$ cat src/rtl/tach_counter.sv
// tach_counter
// Tachometer front end for the motor loop. It synchronizes the asynchronous
// tach pulse, glitch-filters it and counts its rising edges over a fixed
// window. Once per window it publishes the count together with a one-cycle
// strobe, which serves as the PID's clock enable.
//
// Ports:
//   clk          system clock
//   reset        asynchronous, active-high reset
//   en           measurement enable; low discards the partial window
//   tach_in      raw tach pulse, asynchronous to clk
//   count        edges counted in the last completed window (saturating)
//   count_valid  one-cycle strobe, high in the cycle that count updates
//   overflow     the last completed window saturated
module tach_counter #(
  parameter int TACH_COUNT_RESOLUTION = 8,
  parameter int WINDOW_CYCLES         = 125000,
  parameter int SYNC_STAGES           = 2,
  parameter int GLITCH_CYCLES         = 4
) (
  input  logic                             clk,
  input  logic                             reset,
  input  logic                             en,
  input  logic                             tach_in,
  output logic [TACH_COUNT_RESOLUTION-1:0] count,
  output logic                             count_valid,
  output logic                             overflow
);

  localparam int W     = TACH_COUNT_RESOLUTION;
  localparam int WIN_W = (WINDOW_CYCLES > 1) ? $clog2(WINDOW_CYCLES) : 1;
  localparam int GC_W  = (GLITCH_CYCLES > 1) ? $clog2(GLITCH_CYCLES) : 1;

  localparam logic [WIN_W-1:0] WIN_LAST = WIN_W'(WINDOW_CYCLES - 1);
  localparam logic [GC_W-1:0]  GC_LAST  = GC_W'(GLITCH_CYCLES - 1);
  localparam logic [W-1:0]     CNT_MAX  = '1;

  // Synchronizer
  logic [SYNC_STAGES-1:0] sync_q;
  logic                   s;

  always_ff @(posedge clk or posedge reset) begin
    if (reset) sync_q <= '0;
    else       sync_q <= {sync_q[SYNC_STAGES-2:0], tach_in};
  end

  assign s = sync_q[SYNC_STAGES-1];

  // Glitch filter: a new level of s must differ from f for GLITCH_CYCLES
  // consecutive cycles before f follows it. Any return to f restarts the
  // count, so short pulses never propagate.
  logic            f_q;
  logic            f_prev_q;
  logic [GC_W-1:0] gcnt_q;

  always_ff @(posedge clk or posedge reset) begin
    if (reset) begin
      f_q      <= 1'b0;
      f_prev_q <= 1'b0;
      gcnt_q   <= '0;
    end else begin
      f_prev_q <= f_q;
      if (s != f_q) begin
        if (gcnt_q == GC_LAST) begin
          f_q    <= s;
          gcnt_q <= '0;
        end else begin
          gcnt_q <= gcnt_q + 1'b1;
        end
      end else begin
        gcnt_q <= '0;
      end
    end
  end

  // Increment request: one cycle per filtered rising edge
  logic inc;
  assign inc = f_q & ~f_prev_q;

  // Window / running count
  logic [WIN_W-1:0] win_q;
  logic [W-1:0]     run_q;
  logic             ovf_w_q;
  logic [W-1:0]     run_next;
  logic             ovf_next;
  logic             at_max;
  logic             win_last;

  assign at_max   = (run_q == CNT_MAX);
  assign win_last = (win_q == WIN_LAST);

  // run_next/ovf_next fold in this cycle's request, so an edge landing in
  // the closing cycle is published with the closing window.
  always_comb begin
    run_next = run_q;
    ovf_next = ovf_w_q;
    if (inc) begin
      if (at_max) ovf_next = 1'b1;
      else        run_next = run_q + 1'b1;
    end
  end

  always_ff @(posedge clk or posedge reset) begin
    if (reset) begin
      win_q       <= '0;
      run_q       <= '0;
      ovf_w_q     <= 1'b0;
      count       <= '0;
      overflow    <= 1'b0;
      count_valid <= 1'b0;
    end else if (!en) begin
      // Partial window discarded; published values hold.
      win_q       <= '0;
      run_q       <= '0;
      ovf_w_q     <= 1'b0;
      count_valid <= 1'b0;
    end else if (win_last) begin
      win_q       <= '0;
      count       <= run_next;
      overflow    <= ovf_next;
      count_valid <= 1'b1;
      run_q       <= '0;
      ovf_w_q     <= 1'b0;
    end else begin
      win_q       <= win_q + 1'b1;
      run_q       <= run_next;
      ovf_w_q     <= ovf_next;
      count_valid <= 1'b0;
    end
  end

endmodule

$ cat config.mk
export PLATFORM = sky130hd
export DESIGN_NAME = tach_counter
export DESIGN_NICKNAME = d
export VERILOG_FILES = /design/src/rtl/tach_counter.sv
export SDC_FILE = /design/constraint.sdc
export NUM_CORES = 1
export LEC_CHECK = 0
export CAP_MARGIN = 5
export CORE_MARGIN = 2
export CORE_UTILIZATION = 50
export DETAILED_ROUTE_END_ITERATION = 10
export PLACE_DENSITY_LB_ADDON = 0.25
export SYNTH_ARGS = -nofsm -noshare
export SYNTH_HDL_FRONTEND = slang
export SYNTH_SLANG_ARGS = --single-unit
$ cat constraint.sdc
create_clock -name clk -period 1.55 [get_ports clk]
set_input_delay 0.155 -clock clk [delete_from_list [all_inputs] [get_ports clk]]
set_output_delay 0.155 -clock clk [all_outputs]
set_load 0.1 [all_outputs]
## After elaboration in Yosys (flattened, before gate mapping)

Cells that the tools add are included.

- Register bits after elaboration: 42
- Latch bits: 0
- Bits in writable memories: 0
- ROM bits: 0
- Bits of input ports: 4
- Output and inout bits: 10
- Logic and storage cells: 35
- Memories kept: 0

- Add/sub/neg operators: 3
- Multipliers: 0
- Divide/modulo/power cells: 0
- Order comparisons: 0
- Equality and inequality tests: 4
- Shift-type cells: 0
- Muxes and demuxes: 14
- Bitwise operators: 2
- Reductions and logical operators: 2

Operators with widths:

| operator | count |
|---|---|
| 17-bit two-way mux | 2 |
| 8-bit two-way mux | 4 |
| 17-bit by 1-bit adder with 17-bit output, second input constant | 1 |
| 17-bit == test, second input constant | 1 |
| 8-bit by 1-bit adder with 8-bit output, second input constant | 1 |
| 8-bit == test, second input constant | 1 |
| 1-bit two-way mux | 6 |
| 2-bit two-way mux | 2 |
| 2-bit AND reduction | 2 |
| 2-bit by 1-bit adder with 2-bit output, second input constant | 1 |
| 2-bit == test, second input constant | 1 |
| 1-bit bitwise AND | 1 |
| 1-bit inequality test | 1 |
| 1-bit inverter | 1 |

## Longest topological paths before layout

Gate-level depths: netlist (run 1).

- Word-level depth: 5
- Mapped depth: 6
- Gate-level depth less buffers: 6

## Worst setup path after synthesis (run 1)

No wires, ideal clock.

- Path type: reg2reg
- Start point: register win_q[3]
- End point: register run_q[1]
- Data arrival time: 1.525 ns
- Required time: 1.428 ns
- Slack: -0.097 ns
- Cell stages (with the launch flop): 6
- Path buffers: 1
- Period minus slack after synthesis: 1.647 ns
- Cells stage by stage: dfrtp_1 nor4b_1 nand4_1 o21ai_2 buf_4 nor2_1

- Word-level cells in the longest chain between the ends: 3

RTL lines:

| element | line | text |
|---|---|---|
| start, declared | 81 | `logic [WIN_W-1:0] win_q;` |
| start signal, assigned | 125 | `win_q <= win_q + 1'b1;` |
| 17-bit == test | 90 | `assign win_last = (win_q == WIN_LAST);` |
| 8-bit two-way mux | 117 | `end else if (win_last) begin` |
| 8-bit two-way mux | 111 | `end else if (!en) begin` |
| end signal, assigned | 126 | `run_q <= run_next;` |
| end, declared | 82 | `logic [W-1:0] run_q;` |

Every way passes these cells.
A chain may end at the register's enable or synchronous reset.

## Worst setup path after layout (run 1)

- Start point: register win_q[10]
- End point: register win_q[15]

- Word-level cells in the longest chain between the ends: 3
- Elaborated cells between the ends (all ways): 4

RTL lines:

| element | line |
|---|---|
| 17-bit by 1-bit adder with 17-bit output or 17-bit == test (tied branches) | 125, 90 |
| 17-bit two-way mux (*) | 117 |
| 17-bit two-way mux (*) | 111 |

Every way passes the cells marked *; elsewhere a longest branch is shown, timed or not.

==> results.yml, run 1 <==
critical_path:
  crit_start: "win_q[10]"
  timing.critical_path.buf_inv: 0
  cp.arrival_ps: 1900
  crit-reg2reg-launch: "win_q[10]"
  critPathMaxStageDelay_ps: 550
  crit_path_start_kind: "register"
  crit_type: "register to register"
  crit_chain: "nand4_1, or4_4, or3_4, a21oi_2"
  crit_fanout: 3
  endpoint_kind: "register"
  worstPathRequired_ps: 1770
  cp_slowest_cell: "or4_4"
  cp_top_family: "simple AND/OR/NAND/NOR gates"
place:
  io_buffers: 13
  place_hpwl_mm: 3.27
  place_congestion: 0.875
  dpl_cell_area_sq_um: 2390
sta:
  fin_crit_sh: 1.09
  hold_viol_final: 0
  fin_skew_ps: 7.20
  slew_violations: 0
  setup_ws_ps: -134
  rsz0062_at_grt: "yes"
  fmax_mhz: 594
  finalCriticalPeriod_ps: 1680
  maxSlewHeadroom: 0.728
  setup_violations: 31
  worst_pin_slew_ps: 404
synth:
  ys_warn_count: 0
  netlist_area_sq_um: 1920
  syn-num-nets: 189
  ys_types: 37
  avgSynthCellArea_sq_um: 10.6
  synth_edf_count: 0
  ys_seq_area_frac: 0.547
  yosys_most_used_dff: "dfrtp_1"
  async_reset_ff_frac: 1.00
  syn_inst: 182
  ys_ff_latch: 42
cts:
  clk_latency_ps: 290
  clk_path_buf_depth: 2
  cts_sinks: 42
  cts_tree: "built"
  htree_levels: 2
  ctsHoldBuffers: 0
  path_clk_slew_ps: 80
  cts-root-buf: "clkbuf_8"
  cts_buffers: 5
route:
  first_pass_iters: 5
  wire_per_inst_um: 17.4
  drc: 0
  drtAntennaViolNets: 0
  via_per_inst: 5.82
  drt_iter0_drc: 75
  finalWirelength_mm: 4.86
  vias: 1625
global_route:
  antenna_found_initial: 0
  overflow: 0
  grt_max_degree: 26
  grt_pass1_wl_mm: 7.85
  track_usage: 0.240
  grt_pass1_vias: 1671
power_and_ir_drop:
  ir_worst_vdd_mv: 0.864
  powerDensity_nw_per_um2: 866
  power.leakage_nw: 1.13
worst_hold_path:
  hold_path.class: "input port to asynchronous set/reset pin"
die:
  start_util: 0.521
  die-area_sq_um: 4350
  io_pins: 14
  core-area_sq_um: 3690
  row_count: 22
  die_h_um: 66.0
  die_w_um: 66.0
status:
  status: "finished, violations left"
  violations: "negative setup slack"
layout:
  num_antenna_cells: 0
  drive_gt1_frac: 0.377
  area_growth_pct: 41.8
  num-fill-cells: 247
  fin_area_sq_um: 2720
  fin_nets: 238
  fin_util: 0.738
job:
  maxCapViolCount: 0
## worst reg2reg max path: stages, from the launching register on
cell and delay, ps:
dfrtp_1 430, nand4_1 140, or4_4 550, or3_4 350, a21oi_2 150
## cell usage after synthesis, types with 3 or more instances
master	count	area share
ha_1	3	0.020
nand3_1	6	0.016
and3_1	3	0.0098
nor3_1	7	0.018
dfrtp_1	42	0.55
mux2i_1	4	0.021
xor2_1	6	0.027
nand2_1	12	0.023
nand4_1	6	0.020
nor2_1	26	0.051
nor4_1	4	0.013
a31oi_1	5	0.016
o21ai_0	3	0.0078
xnor2_1	10	0.046
o31ai_1	8	0.031
inv_1	4	0.0078
a21oi_1	8	0.021
## what timing repair did
item,CTS,global route
cloned,0,1
endpoints found under the setup margin,25,34
pin swaps,5,6
gates resized for setup,20,29
buffers inserted,4,2
## worst paths after layout
path	end	slack (ps)	cells after the start
setup / recovery	win_q[15]	-130	4
hold / removal	win_q[4]	190	3
setup reg to reg	win_q[15]	-130	4
hold reg to reg	sync_q[1]	370	0
max in group asynchronous	run_q[1]	1060	3
min in group clk	sync_q[0]	320	1
## cell type report
class	count	area [sq um]	share of cell area
clock buffers	7	76.3	0.0280
inverters	5	18.8	0.00689
multi-input cells	132	1020	0.376
flip-flops and latches	42	1060	0.388
well taps	48	60.1	0.0221
repair buffers	45	485	0.178
## power breakdown
group	switching, mW	total, mW	internal, mW
logic	0.217	0.450	0.233
clock network	0.350	0.660	0.310
registers	0.0769	1.25	1.17
## per-layer routing
layer	global-route usage	vias up	routed length [um]
met5	0	-	0
met4	0.0765	0	74
met3	0.0477	9	173
met2	0.413	43	2620
met1	0.305	827	1990
li1	-	746	-
## registers in the layout, indices dropped and copies added, names as in the netlist
signal       flops
overflow         1
f_q              1
count            8
gcnt_q           2
win_q           17
run_q            8
ovf_w_q          1
sync_q           2
f_prev_q         1
count_valid      1
## stage by stage
| step | worst slack (ps) | hold slack [ps] | TNS (ps) | instances | power, mW |
|---|---|---|---|---|---|
| after global routing | -171 | 245 | -4710 | 279 | 2.45 |
| after floorplan | -49.1 | 186 | -946 | 182 | 1.43 |
| final | -134 | 189 | -1560 | 279 | 2.36 |
| after detailed placement | -115 | 356 | -792 | 265 | 1.58 |
| after CTS | -79.9 | 198 | -154 | 276 | 2.25 |
| after global placement | -11.3 | 336 | -21.5 | 265 | 1.55 |
## layout by cell type (no fill, tap or decap), types with 4 or more instances in the layout
cell type	n
nor2_2	10
xor2_1	5
nand4_1	6
clkbuf_8	5
xnor2_1	10
nor3_1	7
nor2_1	15
a31oi_1	4
buf_12	10
buf_6	4
nand2_1	12
a21oi_1	7
dfrtp_2	5
dfrtp_1	37
inv_1	4
buf_4	28
nand3_1	5
## cells by family (layout without fill, tap and decap cells)
logic type / count (synthesis) / in the layout / share of synthesized area
and+or+nand+nor: 81 / 81 / 0.228
DFF: 42 / 42 / 0.547
AOI/OAI and AO/OA: 27 / 27 / 0.0860
xor gates and xnor gates: 16 / 16 / 0.0730
buffers and inverters: 8 / 57 / 0.0195
muxes: 5 / 5 / 0.0267
adders and majority gates: 3 / 3 / 0.0195
Power figures use the tool's default switching activity.
==> run 2, diff against run 1 <==
--- a/config.mk
+++ b/config.mk
@@ -6,6 +6,7 @@
 export NUM_CORES = 1
 export LEC_CHECK = 0
 export CAP_MARGIN = 5
+export CORE_ASPECT_RATIO = 0.6
 export CORE_MARGIN = 2
 export CORE_UTILIZATION = 50
 export DETAILED_ROUTE_END_ITERATION = 10
==> results.yml, run 2 (synthesis results as in run 1) <==
power_and_ir_drop:
  ir_worst_vdd_mv: 0.607
  power.leakage_nw: 1.19
  powerDensity_nw_per_um2: 881
sta:
  hold_viol_final: 0
  setup_ws_ps: -93.3
  whs_ps: 225
  slew_violations: 0
  fmax_mhz: 609
  worst_pin_slew_ps: 616
  setup_violations: 34
  fin_skew_ps: 2.98
  maxSlewHeadroom: 0.589
  fin_crit_sh: 1.06
  finalCriticalPeriod_ps: 1640
  rsz0062_at_grt: "yes"
cts:
  cts_tree: "built"
  cts-root-buf: "clkbuf_8"
  htree_levels: 2
  clk_path_buf_depth: 2
  clk_latency_ps: 300
  cts_sinks: 42
  cts_buffers: 5
  path_clk_slew_ps: 80
global_route:
  grt_pass1_vias: 1607
  overflow: 0
  grt_max_degree: 18
  track_usage: 0.241
  grt_pass1_wl_mm: 7.85
  antenna_found_initial: 0
place:
  place_congestion: 0.867
  dpl.cell_count: 266
  io_buffers: 13
  place_hpwl_mm: 3.29
  dp_slack_ps: -118
critical_path:
  cp.arrival_ps: 1810
  endpoint_kind: "register"
  rrSetupSlack_ps: -90
  crit_fanout: 5
  crit_path_start_kind: "register"
  worstPathRequired_ps: 1720
  crit_type: "register to register"
  reg2regPathDepth: 5
layout:
  top_regs: "win_q: 17 flops, count: 8 flops, run_q: 8 flops"
  num_antenna_cells: 0
  instances_no_fill: 287
  area_growth_pct: 46.2
  regMostFlops: "win_q"
  mostFrequentLayoutCells: "36 x dfrtp_1, 36 x buf_4, 26 x nor2_1"
  num-fill-cells: 224
  largest_register_ffs: 17
  fin_util: 0.763
  fin_nets: 246
  drive_gt1_frac: 0.371
status:
  violations: "negative setup slack"
  status: "finished, violations left"
route:
  drtAntennaViolNets: 0
  vias: 1693
  drt_iter0_drc: 134
  drc: 0
  via_per_inst: 5.90
  wire_per_inst_um: 17.9
  first_pass_iters: 4
  finalWirelength_mm: 5.14
job:
  maxCapViolCount: 0
die:
  core-area_sq_um: 3680
  die_w_um: 84.0
  start_util: 0.522
  die-area_sq_um: 4370
  row_count: 17
  io_pins: 14
  die_h_um: 52.0
worst_hold_path:
  hold_path.class: "input port to asynchronous set/reset pin"
run 2: cell count changes in the layout (fill, tap and decap cells not counted), moves of 2 or more:
cell	change
nor2_1	+11
nor2_2	-10
buf_4	+8
buf_12	+2
buf_6	-2
o21ai_1	+2
o31ai_1	-2
o31ai_2	+2
run 2: power breakdown:
part | internal (mW) | total (mW) | switching (mW) | leakage [nW]
registers | 1.17 | 1.23 | 0.0565 | 0.563
clock network | 0.482 | 0.860 | 0.378 | 0.0524
logic | 0.197 | 0.388 | 0.191 | 0.576
run 2: worst paths after layout:
kind                            from   endpoint
max in group asynchronous      reset   win_q[7]
setup / recovery            win_q[5]   count[6]
min in group clk             tach_in  sync_q[0]
setup reg to reg            win_q[5]   count[6]
hold reg to reg            sync_q[0]  sync_q[1]
hold / removal                 reset  sync_q[0]
run 2: cell type report:
cell class                 count  area [sq um]  area share
clock buffer                   7          76.3      0.0272
clock inverter                 1          30.0      0.0107
inverter                       5          21.3     0.00758
multi-input combinational    132          1000       0.356
sequential                    42          1060       0.377
tap                           47          58.8      0.0209
timing repair buffer          53           563       0.201
run 2: through the flow:
stage | total power [mW] | TNS [ps] | area (sq um)
finish | 2.47 | -1430 | 2810
global route | 2.60 | -2680 | 2810
CTS | 2.42 | -24.6 | 2610
detailed placement | 1.58 | -522 | 2430
global placement | 1.55 | -203 | 2430
floorplan | 1.43 | -946 | 1940
run 2: critical path, stage by stage, from the launching register on:
cell,delay [ps]
dfrtp_2,460
nor4_4,340
nand4_1,210
buf_6,200
o31ai_2,180
o21ai_1,120
run 2: layer usage:
layer | track usage | share of wire | routed length [um] | up-vias
li1 | - | - | - | 766
met1 | 0.339 | 0.44 | 2280 | 833
met2 | 0.369 | 0.45 | 2320 | 72
met3 | 0.0587 | 0.071 | 365 | 22
met4 | 0.0806 | 0.035 | 178 | 0
met5 | 0 | 0 | 0 | -
run 2: timing repair:
item | in CTS | in global routing
hold endpoints to repair | 0 | 0
hold buffers | 0 | 0
setup endpoints to repair | 10 | 35
resized for setup | 7 | 32
pin swaps | 4 | 7
setup buffers | 6 | 7
==> run 3, diff against run 2 <==
--- a/config.mk
+++ b/config.mk
@@ -14,3 +14,4 @@
 export SYNTH_ARGS = -nofsm -noshare
 export SYNTH_HDL_FRONTEND = slang
 export SYNTH_SLANG_ARGS = --single-unit
+export TNS_END_PERCENT = 1
==> results.yml, run 3 (synthesis results as in run 1) <==
layout:
  num-fill-cells: 254
  fin_area_sq_um: 2610
  mostFrequentLayoutCell: "dfrtp_1"
  area_growth_pct: 36.0
  num_antenna_cells: 0
  largest_register_ffs: 17
  regMostFlops: "win_q"
  fin_nets: 233
  top_regs: "win_q: 17 flops, count: 8 flops, run_q: 8 flops"
  drive_gt1_frac: 0.319
  mostFrequentLayoutCells: "35 x dfrtp_1, 26 x nor2_1, 25 x buf_4"
  instances_no_fill: 273
cts:
  clk_path_buf_depth: 2
  cts-root-buf: "clkbuf_8"
  path_clk_slew_ps: 80
  clk_latency_ps: 290
  cts_sinks: 42
  ctsHoldBuffers: 0
  cts_tree: "built"
  cts_buffers: 5
  htree_levels: 2
global_route:
  track_usage: 0.227
  grt_pass1_wl_mm: 7.42
  grt_max_degree: 38
  overflow: 0
  grt_pass1_vias: 1553
  antenna_found_initial: 0
sta:
  setup_violations: 2
  finalCriticalPeriod_ps: 1610
  fin_crit_sh: 1.04
  rsz0062_at_grt: "yes"
  setup_ws_ps: -63.5
  fin_skew_ps: 8.59
  fmax_mhz: 620
  maxSlewHeadroom: 0.710
  worst_pin_slew_ps: 431
  slew_violations: 0
  hold_viol_final: 0
route:
  wire_per_inst_um: 16.3
  finalWirelength_mm: 4.45
  vias: 1566
  first_pass_iters: 4
  drt_iter0_drc: 156
  drtAntennaViolNets: 0
  drc: 0
  via_per_inst: 5.74
critical_path:
  crit_type: "register to register"
  crit_start: "win_q[9]"
  crit-reg2reg-launch: "win_q[9]"
  endpoint_kind: "register"
  worstPathRequired_ps: 1780
  crit_fanout: 6
  cp.arrival_ps: 1840
  cp_slowest_cell: "dfrtp_2"
  crit_chain: "nand4_1, or4_4, or3_4, a21oi_2"
  critPathMaxStageDelay_ps: 450
  crit_path_start_kind: "register"
die:
  io_pins: 14
  die_h_um: 52.0
  start_util: 0.522
  die-area_sq_um: 4370
  die_w_um: 84.0
  row_count: 17
  core-area_sq_um: 3680
place:
  place_hpwl_mm: 3.27
  io_buffers: 13
  dpl.cell_count: 264
  place_congestion: 0.953
  dpl_cell_area_sq_um: 2400
power_and_ir_drop:
  total_power_mw: 2.25
  ir_worst_vdd_mv: 0.793
  power.leakage_nw: 1.10
  powerDensity_nw_per_um2: 863
job:
  maxCapViolCount: 0
worst_hold_path:
  hold_path.class: "input port to asynchronous set/reset pin"
status:
  status: "finished, violations left"
  violations: "negative setup slack"
run 3: final cells by class:
| class | count | area [sq um] | share of cell area |
|---|---|---|---|
| multi-input combinational | 132 | 948 | 0.363 |
| tap | 47 | 58.8 | 0.0225 |
| timing repair buffer | 40 | 449 | 0.172 |
| inverter | 5 | 18.8 | 0.00719 |
| sequential | 42 | 1060 | 0.406 |
| clock buffer | 7 | 76.3 | 0.0292 |
run 3: what timing repair did:
action | CTS | global route
setup buffers | 0 | 2
pin swaps | 2 | 9
gates resized for setup | 5 | 24
endpoints found under the setup margin | 10 | 34
run 3: worst paths after layout:
kind                            depth (start not counted)  slack [ps]         to
worst max register to register                          4         -60  win_q[15]
max in group asynchronous                               3         980   win_q[4]
worst min-delay path                                    2          90  gcnt_q[0]
min in group clk                                        1         310  sync_q[0]
worst max-delay path                                    4         -60  win_q[15]
worst min register to register                          0         360  sync_q[1]
run 3: stage by stage:
| stage | utilization | setup slack (ps) | setup TNS [ps] | hold slack (ps) |
|---|---|---|---|---|
| 3_5_place_dp | 0.654 | -86.3 | -251 | 344 |
| 6_report | 0.710 | -63.5 | -66.3 | 88.3 |
| 5_1_grt | 0.710 | -112 | -824 | 111 |
| 2_1_floorplan | - | -49.1 | -974 | 186 |
| 3_3_place_gp | 0.654 | -32.6 | -62.5 | 340 |
| 4_1_cts | 0.677 | -45.5 | -138 | 89.5 |
run 3: critical path, delay by kind of cell, from the launching register on:
family | cells | cell delay, ps
AND/OR/NAND/NOR | 3 | 960
AO/OA/AOI/OAI | 1 | 130
flip-flops | 1 | 450
run 3: power by group:
group	internal (mW)	total (mW)	switching [mW]
Clock	0.310	0.657	0.347
Combinational	0.197	0.378	0.181
Sequential	1.17	1.22	0.0482
Total	1.68	2.25	0.577
run 3: metal layers:
layer  vias up  wire length [um]  GRT usage
li1        740                 -          -
met1       764              2200      0.338
met2        56              1880      0.319
met3         6               302     0.0556
met4         0                70     0.0887
met5         -                 0          0
